<file path="config.mk">
export PLATFORM = sky130hd
export DESIGN_NAME = pipelined_rca
export DESIGN_NICKNAME = d
export VERILOG_FILES = /design/src/rtl/pipelined_rca.sv
export SDC_FILE = /design/constraint.sdc
export NUM_CORES = 1
export LEC_CHECK = 0
export CAP_MARGIN = 20
export CORE_MARGIN = 1
export CORE_UTILIZATION = 55
export CTS_CLUSTER_DIAMETER = 50
export CTS_CLUSTER_SIZE = 25
export DETAILED_ROUTE_END_ITERATION = 16
export GPL_TIMING_DRIVEN = 0
export PLACE_DENSITY = 0.84
export SLEW_MARGIN = 20
export SYNTH_ARGS = -nofsm -noshare
export SYNTH_HDL_FRONTEND = slang
export SYNTH_SLANG_ARGS = --single-unit
</file>
<file path="constraint.sdc">
create_clock -name clk -period 4.2 [get_ports clk]
set_clock_uncertainty 0.15 [all_clocks]
set_input_delay 0.84 -clock clk [delete_from_list [all_inputs] [get_ports clk]]
set_output_delay 0.84 -clock clk [all_outputs]
set_load 0.005 [all_outputs]
</file>
<file path="src/rtl/pipelined_rca.sv">
// Pipelined ripple-carry adder/subtractor: each of WIDTH/CHUNK stages ripples one
// CHUNK-bit slice, passing the carry and partial result forward under a valid/ready chain.
module pipelined_rca #(
  parameter int WIDTH = 16,
  parameter int CHUNK = 4
) (
  input  logic             clk,
  input  logic             reset,
  input  logic             in_valid,
  output logic             in_ready,
  input  logic [WIDTH-1:0] a,
  input  logic [WIDTH-1:0] b,
  input  logic             cin,
  input  logic             sub,
  output logic             out_valid,
  input  logic             out_ready,
  output logic [WIDTH-1:0] sum,
  output logic             cout,
  output logic             ovf
);

  localparam int STAGES = WIDTH / CHUNK;

  // Handshake: a transfer happens on an edge where valid and ready are both 1.
  // Stage k advances whenever rdy[k] is 1; otherwise it holds everything.
  logic [STAGES:0]   rdy;
  logic [STAGES-1:0] v_q, v_d;
  logic [STAGES-1:0] c_q, c_d;
  logic [WIDTH-1:0]  s_q [STAGES];
  logic [WIDTH-1:0]  s_d [STAGES];
  logic [WIDTH-1:0]  a_q [STAGES-1];
  logic [WIDTH-1:0]  a_d [STAGES-1];
  logic [WIDTH-1:0]  b_q [STAGES-1];
  logic [WIDTH-1:0]  b_d [STAGES-1];
  logic              m_q, m_d;

  // Returns {carry into slice MSB, carry out, slice sum}.
  function automatic logic [CHUNK+1:0] slice_add(input logic [CHUNK-1:0] x,
                                                 input logic [CHUNK-1:0] y,
                                                 input logic             ci);
    logic [CHUNK:0] t;
    t = {1'b0, x} + {1'b0, y} + {{CHUNK{1'b0}}, ci};
    return {x[CHUNK-1] ^ y[CHUNK-1] ^ t[CHUNK-1], t};
  endfunction

  always_comb begin
    logic [CHUNK+1:0] r;
    logic             nxt;
    nxt = out_ready;
    rdy[STAGES] = out_ready;
    for (int k = STAGES - 1; k >= 0; k--) begin
      rdy[k] = !v_q[k] || nxt;
      nxt    = rdy[k];
    end

    v_d[0] = in_valid;
    a_d[0] = a;
    b_d[0] = sub ? ~b : b;
    r      = slice_add(a[CHUNK-1:0], b_d[0][CHUNK-1:0], sub | cin);
    s_d[0] = '0;
    s_d[0][CHUNK-1:0] = r[CHUNK-1:0];
    c_d[0] = r[CHUNK];

    for (int k = 1; k < STAGES; k++) begin
      v_d[k] = v_q[k-1];
      r      = slice_add(a_q[k-1][k*CHUNK +: CHUNK], b_q[k-1][k*CHUNK +: CHUNK], c_q[k-1]);
      s_d[k] = s_q[k-1];
      s_d[k][k*CHUNK +: CHUNK] = r[CHUNK-1:0];
      c_d[k] = r[CHUNK];
    end
    // r now holds the top slice, whose MSB carry-in feeds the overflow rule.
    m_d = r[CHUNK+1];

    for (int k = 1; k < STAGES - 1; k++) begin
      a_d[k] = a_q[k-1];
      b_d[k] = b_q[k-1];
    end
  end

  // Data registers load only with valid contents so results stay put across bubbles.
  always_ff @(posedge clk) begin
    if (reset) begin
      v_q <= '0;
      c_q <= '0;
      m_q <= 1'b0;
      for (int k = 0; k < STAGES; k++) s_q[k] <= '0;
      for (int k = 0; k < STAGES - 1; k++) begin
        a_q[k] <= '0;
        b_q[k] <= '0;
      end
    end else begin
      for (int k = 0; k < STAGES; k++) begin
        if (rdy[k]) v_q[k] <= v_d[k];
        if (rdy[k] && v_d[k]) begin
          s_q[k] <= s_d[k];
          c_q[k] <= c_d[k];
        end
      end
      for (int k = 0; k < STAGES - 1; k++) begin
        if (rdy[k] && v_d[k]) begin
          a_q[k] <= a_d[k];
          b_q[k] <= b_d[k];
        end
      end
      if (rdy[STAGES-1] && v_d[STAGES-1]) m_q <= m_d;
    end
  end

  assign in_ready  = rdy[0];
  assign out_valid = v_q[STAGES-1];
  assign sum       = s_q[STAGES-1];
  assign cout      = c_q[STAGES-1];
  assign ovf       = m_q ^ c_q[STAGES-1];

endmodule
</file>
==> impl_summary.log <==
INFO  metric design.final.nets = between 400 and 500
INFO  metric finalMaxSlewViolations = 0
INFO  metric grt_start_max_net_pins = 25
INFO  metric holdCritPathClass = flip-flop to flip-flop
INFO  metric cp.arrival = 2380 ps
INFO  metric avg_cell_area_syn = 14.0 sq um
INFO  metric power.internal = between 1 and 1.5 mW
INFO  metric logic_pwr_share = about 12%
INFO  metric diodes = 0
INFO  metric netlist-cell-type-count = 40
INFO  metric static_leakage = roughly 2 nW
INFO  metric seqPwrFrac = about three fifths
INFO  metric yosys_warnings = 0
INFO  metric max-clock-path-buffers = 2
INFO  metric ir_worst_vdd = 0.000176 V
INFO  metric postCtsSetupRepairBufs = 0
INFO  metric port_buffers = 55
INFO  metric post_route_cells_drive_above_1_share = a little under a tenth
INFO  metric area_delta_synth_final = 19.7%
INFO  metric insertion_delay = approximately 360 ps
INFO  metric r2r_cells = 5
INFO  metric detailroute.via_count = around 2.5k
INFO  metric final_cell_mix = sky130_fd_sc_hd__edfxtp_1, sky130_fd_sc_hd__clkdlybuf4s50_1, sky130_fd_sc_hd__a21boi_0
INFO  metric synthCells = 315
INFO  metric cts.sinks = 97
INFO  metric path_clk_slew = about 80 ps
INFO  metric setup.worst_path.end_class = output pin
INFO  metric max_clock_freq = 297 MHz
INFO  metric number_of_endpoints_with_negative_hold_slack_in_the_final_report = 0
INFO  metric effective_utilization_at_floorplan = a little under three fifths
INFO  metric chipHeight = a little over 90 um
INFO  metric clock-root-buffer = sky130_fd_sc_hd__clkbuf_8
INFO  metric max_stage_delay_on_crit_path = between 500 and 600 ps
INFO  metric cts_max_level = 3
INFO  metric postSynthNetCount = around 370
INFO  metric synth_seq_cells = 97
INFO  metric detail_route.drc_violations = 0
INFO  metric unrepaired_setup_endpoints_after_global_routing = no
INFO  metric critPathRequiredTime = approximately 3200 ps
INFO  metric power_density_of_the_placed_cells = roughly 360 nW/um^2
INFO  metric max-slew-margin-rel = between 30 and 40%
INFO  metric route.antenna.remaining_nets = 0
INFO  metric avgViaCountPerCell = 5.18
INFO  metric timing_worst_slew_pin_value = between 900 and 1000 ps
INFO  metric cpMaxStageDelayCell = sky130_fd_sc_hd__clkdlybuf4s50_1
INFO  metric final_period_minus_worst_setup_slack = about 3400 ps
INFO  metric first_pass_iters = 6
INFO  metric min_period_over_period = roughly four fifths
INFO  metric rows = 32
INFO  metric setup.worst_path.start_class = primary input
INFO  metric synth.yosys.seq_area_share = roughly 64%
INFO  metric floorplan.die_area = between 8000 and 9000 sq um
INFO  metric net-switching-power = 0.444 mW
INFO  metric status = finished, final reports clean
INFO  metric maxcap_viol_count = 0
INFO  metric route.detailed.wl_per_inst = between 10 and 15 um
INFO  metric grt_antenna_before_repair = 0
INFO  metric grt_pass1_vias = about 2.5k
INFO  metric most_frequent_cell_on_critical_path = sky130_fd_sc_hd__clkdlybuf4s50_1
INFO  metric fin_setup_tns = 0 ps
INFO  metric postCtsHoldBufs = 0
INFO  metric hpwlAfterDp = roughly 4.8 mm
INFO  metric switching_share = between 20% and 30%
INFO  metric cts_tree = done
INFO  metric postRouteWirelength = around 6.4 mm
INFO  metric final_core_occ = about two thirds
INFO  metric crit_path_cell_trace = clkdlybuf4s50_1 -> and4b_1 -> buf_2 -> nand2_1 -> clkdlybuf4s50_1
INFO  metric timing_worst_setup_path_type = primary input to output pin
INFO  metric layout_commonest_cell = sky130_fd_sc_hd__edfxtp_1
INFO  metric post_cts.resized_instances = 0
INFO  metric worst_hold_path.num_cells = 1
INFO  metric power.clock.fraction = 27.5%
INFO  metric core-area = 7730 sq um
INFO  metric global_route.usage.total = about 17%
INFO  metric netlist_area = 4420 sq um
INFO  metric gp_routability_congestion = around 0.76
INFO  metric numCtsBuffers = 9
INFO  metric critical_path.max_fanout = 8
INFO  metric detail_route.iter0.violations = 101
INFO  metric setup_violations = 0
INFO  metric dieWidth = between 90 and 100 um
INFO  metric grt_first_pass_wirelength = 11.1 mm
INFO  metric io_pins = 58
INFO  metric grt.overflow.total = 0
power groups by stage:
stage	Clock (mW)	Sequential [mW]	Combinational, mW
2_1_floorplan	0	1.17	0.142
3_3_place_gp	0	1.17	0.221
3_5_place_dp	0	1.18	0.231
4_1_cts	0.530	1.15	0.232
5_1_grt	0.573	1.16	0.260
6_report	0.524	1.15	0.231
sequential cells by signal, summed over array words and instances, names as in the netlist:
register / flops
m_q: 1
v_q: 4
c_q: 4
a_q: 24
s_q: 40
b_q: 24
final cells by class:
type / instances / area [sq um]
timing repair buffer: 56 / 562
inverter: 11 / 41.3
clock inverter: 6 / 45.0
clock buffer: 10 / 128
tap: 102 / 128
sequential: 97 / 2820
buffer: 17 / 86.3
fill: 529 / 2440
multi-input combinational: 190 / 1470
through the flow:
step	instances	power, mW	setup WS [ps]	hold slack [ps]	area (sq um)
2_1_floorplan	315	1.31	1120	302	4420
3_3_place_gp	472	1.39	184	324	5090
4_1_cts	489	1.92	819	354	5290
3_5_place_dp	473	1.41	839	341	5110
6_report	489	1.91	828	350	5290
5_1_grt	489	1.99	776	361	5290
synth_stat cells:
cell	n	area [sq um]
sky130_fd_sc_hd__a2111oi_0	1	8.76
sky130_fd_sc_hd__a21boi_0	35	263
sky130_fd_sc_hd__a21boi_1	2	15.0
sky130_fd_sc_hd__a21o_1	5	37.5
sky130_fd_sc_hd__a21oi_1	26	130
sky130_fd_sc_hd__a311oi_1	1	8.76
sky130_fd_sc_hd__and2_1	29	181
sky130_fd_sc_hd__and3b_1	2	17.5
sky130_fd_sc_hd__and4b_1	1	10.0
sky130_fd_sc_hd__buf_2	9	45.0
sky130_fd_sc_hd__buf_4	3	22.5
sky130_fd_sc_hd__clkbuf_1	5	18.8
sky130_fd_sc_hd__dfxtp_1	9	180
sky130_fd_sc_hd__edfxtp_1	88	2640
sky130_fd_sc_hd__fa_1	8	160
sky130_fd_sc_hd__ha_1	12	150
sky130_fd_sc_hd__inv_1	9	33.8
sky130_fd_sc_hd__inv_2	2	7.51
sky130_fd_sc_hd__mux2_2	1	11.3
sky130_fd_sc_hd__mux2i_1	3	30.0
sky130_fd_sc_hd__nand2_1	3	11.3
sky130_fd_sc_hd__nand2b_1	1	6.26
sky130_fd_sc_hd__nand3_1	4	20.0
sky130_fd_sc_hd__nand3b_1	1	7.51
sky130_fd_sc_hd__nand4_1	3	18.8
sky130_fd_sc_hd__nand4b_2	1	15.0
sky130_fd_sc_hd__nor2_1	7	26.3
sky130_fd_sc_hd__nor2b_1	4	25.0
sky130_fd_sc_hd__nor3_1	4	20.0
sky130_fd_sc_hd__nor3_2	2	20.0
sky130_fd_sc_hd__nor4_1	1	6.26
sky130_fd_sc_hd__o211ai_1	1	7.51
sky130_fd_sc_hd__o211ai_2	1	12.5
sky130_fd_sc_hd__o21ai_0	4	20.0
sky130_fd_sc_hd__o21ai_1	1	5.00
sky130_fd_sc_hd__o2bb2ai_1	2	17.5
sky130_fd_sc_hd__or2_2	1	6.26
sky130_fd_sc_hd__or4_1	3	22.5
sky130_fd_sc_hd__xnor2_1	15	131
sky130_fd_sc_hd__xor2_1	5	43.8
metal layers:
metal / share of wire [%] / wire, um / vias to the layer above / track usage (%)
li1: - / - / 1287 / -
met1: 43 / 2760 / 1169 / 20.9
met2: 51 / 3310 / 68 / 29.7
met3: 4.5 / 289 / 9 / 4.31
met4: 1.3 / 83 / 0 / 7.28
met5: 0 / 0 / - / 0
cell families (layout without fill, tap and decap cells):
group,count (synthesis),after routing,synth area share [%]
buffers and inverters,28,100,2.89
adders and majority gates,20,20,7.03
muxes,4,4,0.935
xor gates and xnor gates,20,20,3.97
DFF,97,97,63.9
AOI/OAI and AO/OA,79,79,11.9
and+or+nand+nor,67,67,9.38
path summary, 6_finish.rpt:
kind         startpoint  endpoint  slack, ps
max           out_ready  in_ready        830
max reg2reg   a_q[0][4]    c_q[1]       1920
min reg2reg         m_q       m_q        350
min                 m_q       m_q        350
worst max-delay path, delay by kind of cell:
family                 cells  cell delay (ps)
buffers and inverters      3             1230
and+or+nand+nor            2              310
Note: power is estimated with default switching activity, not from simulation.
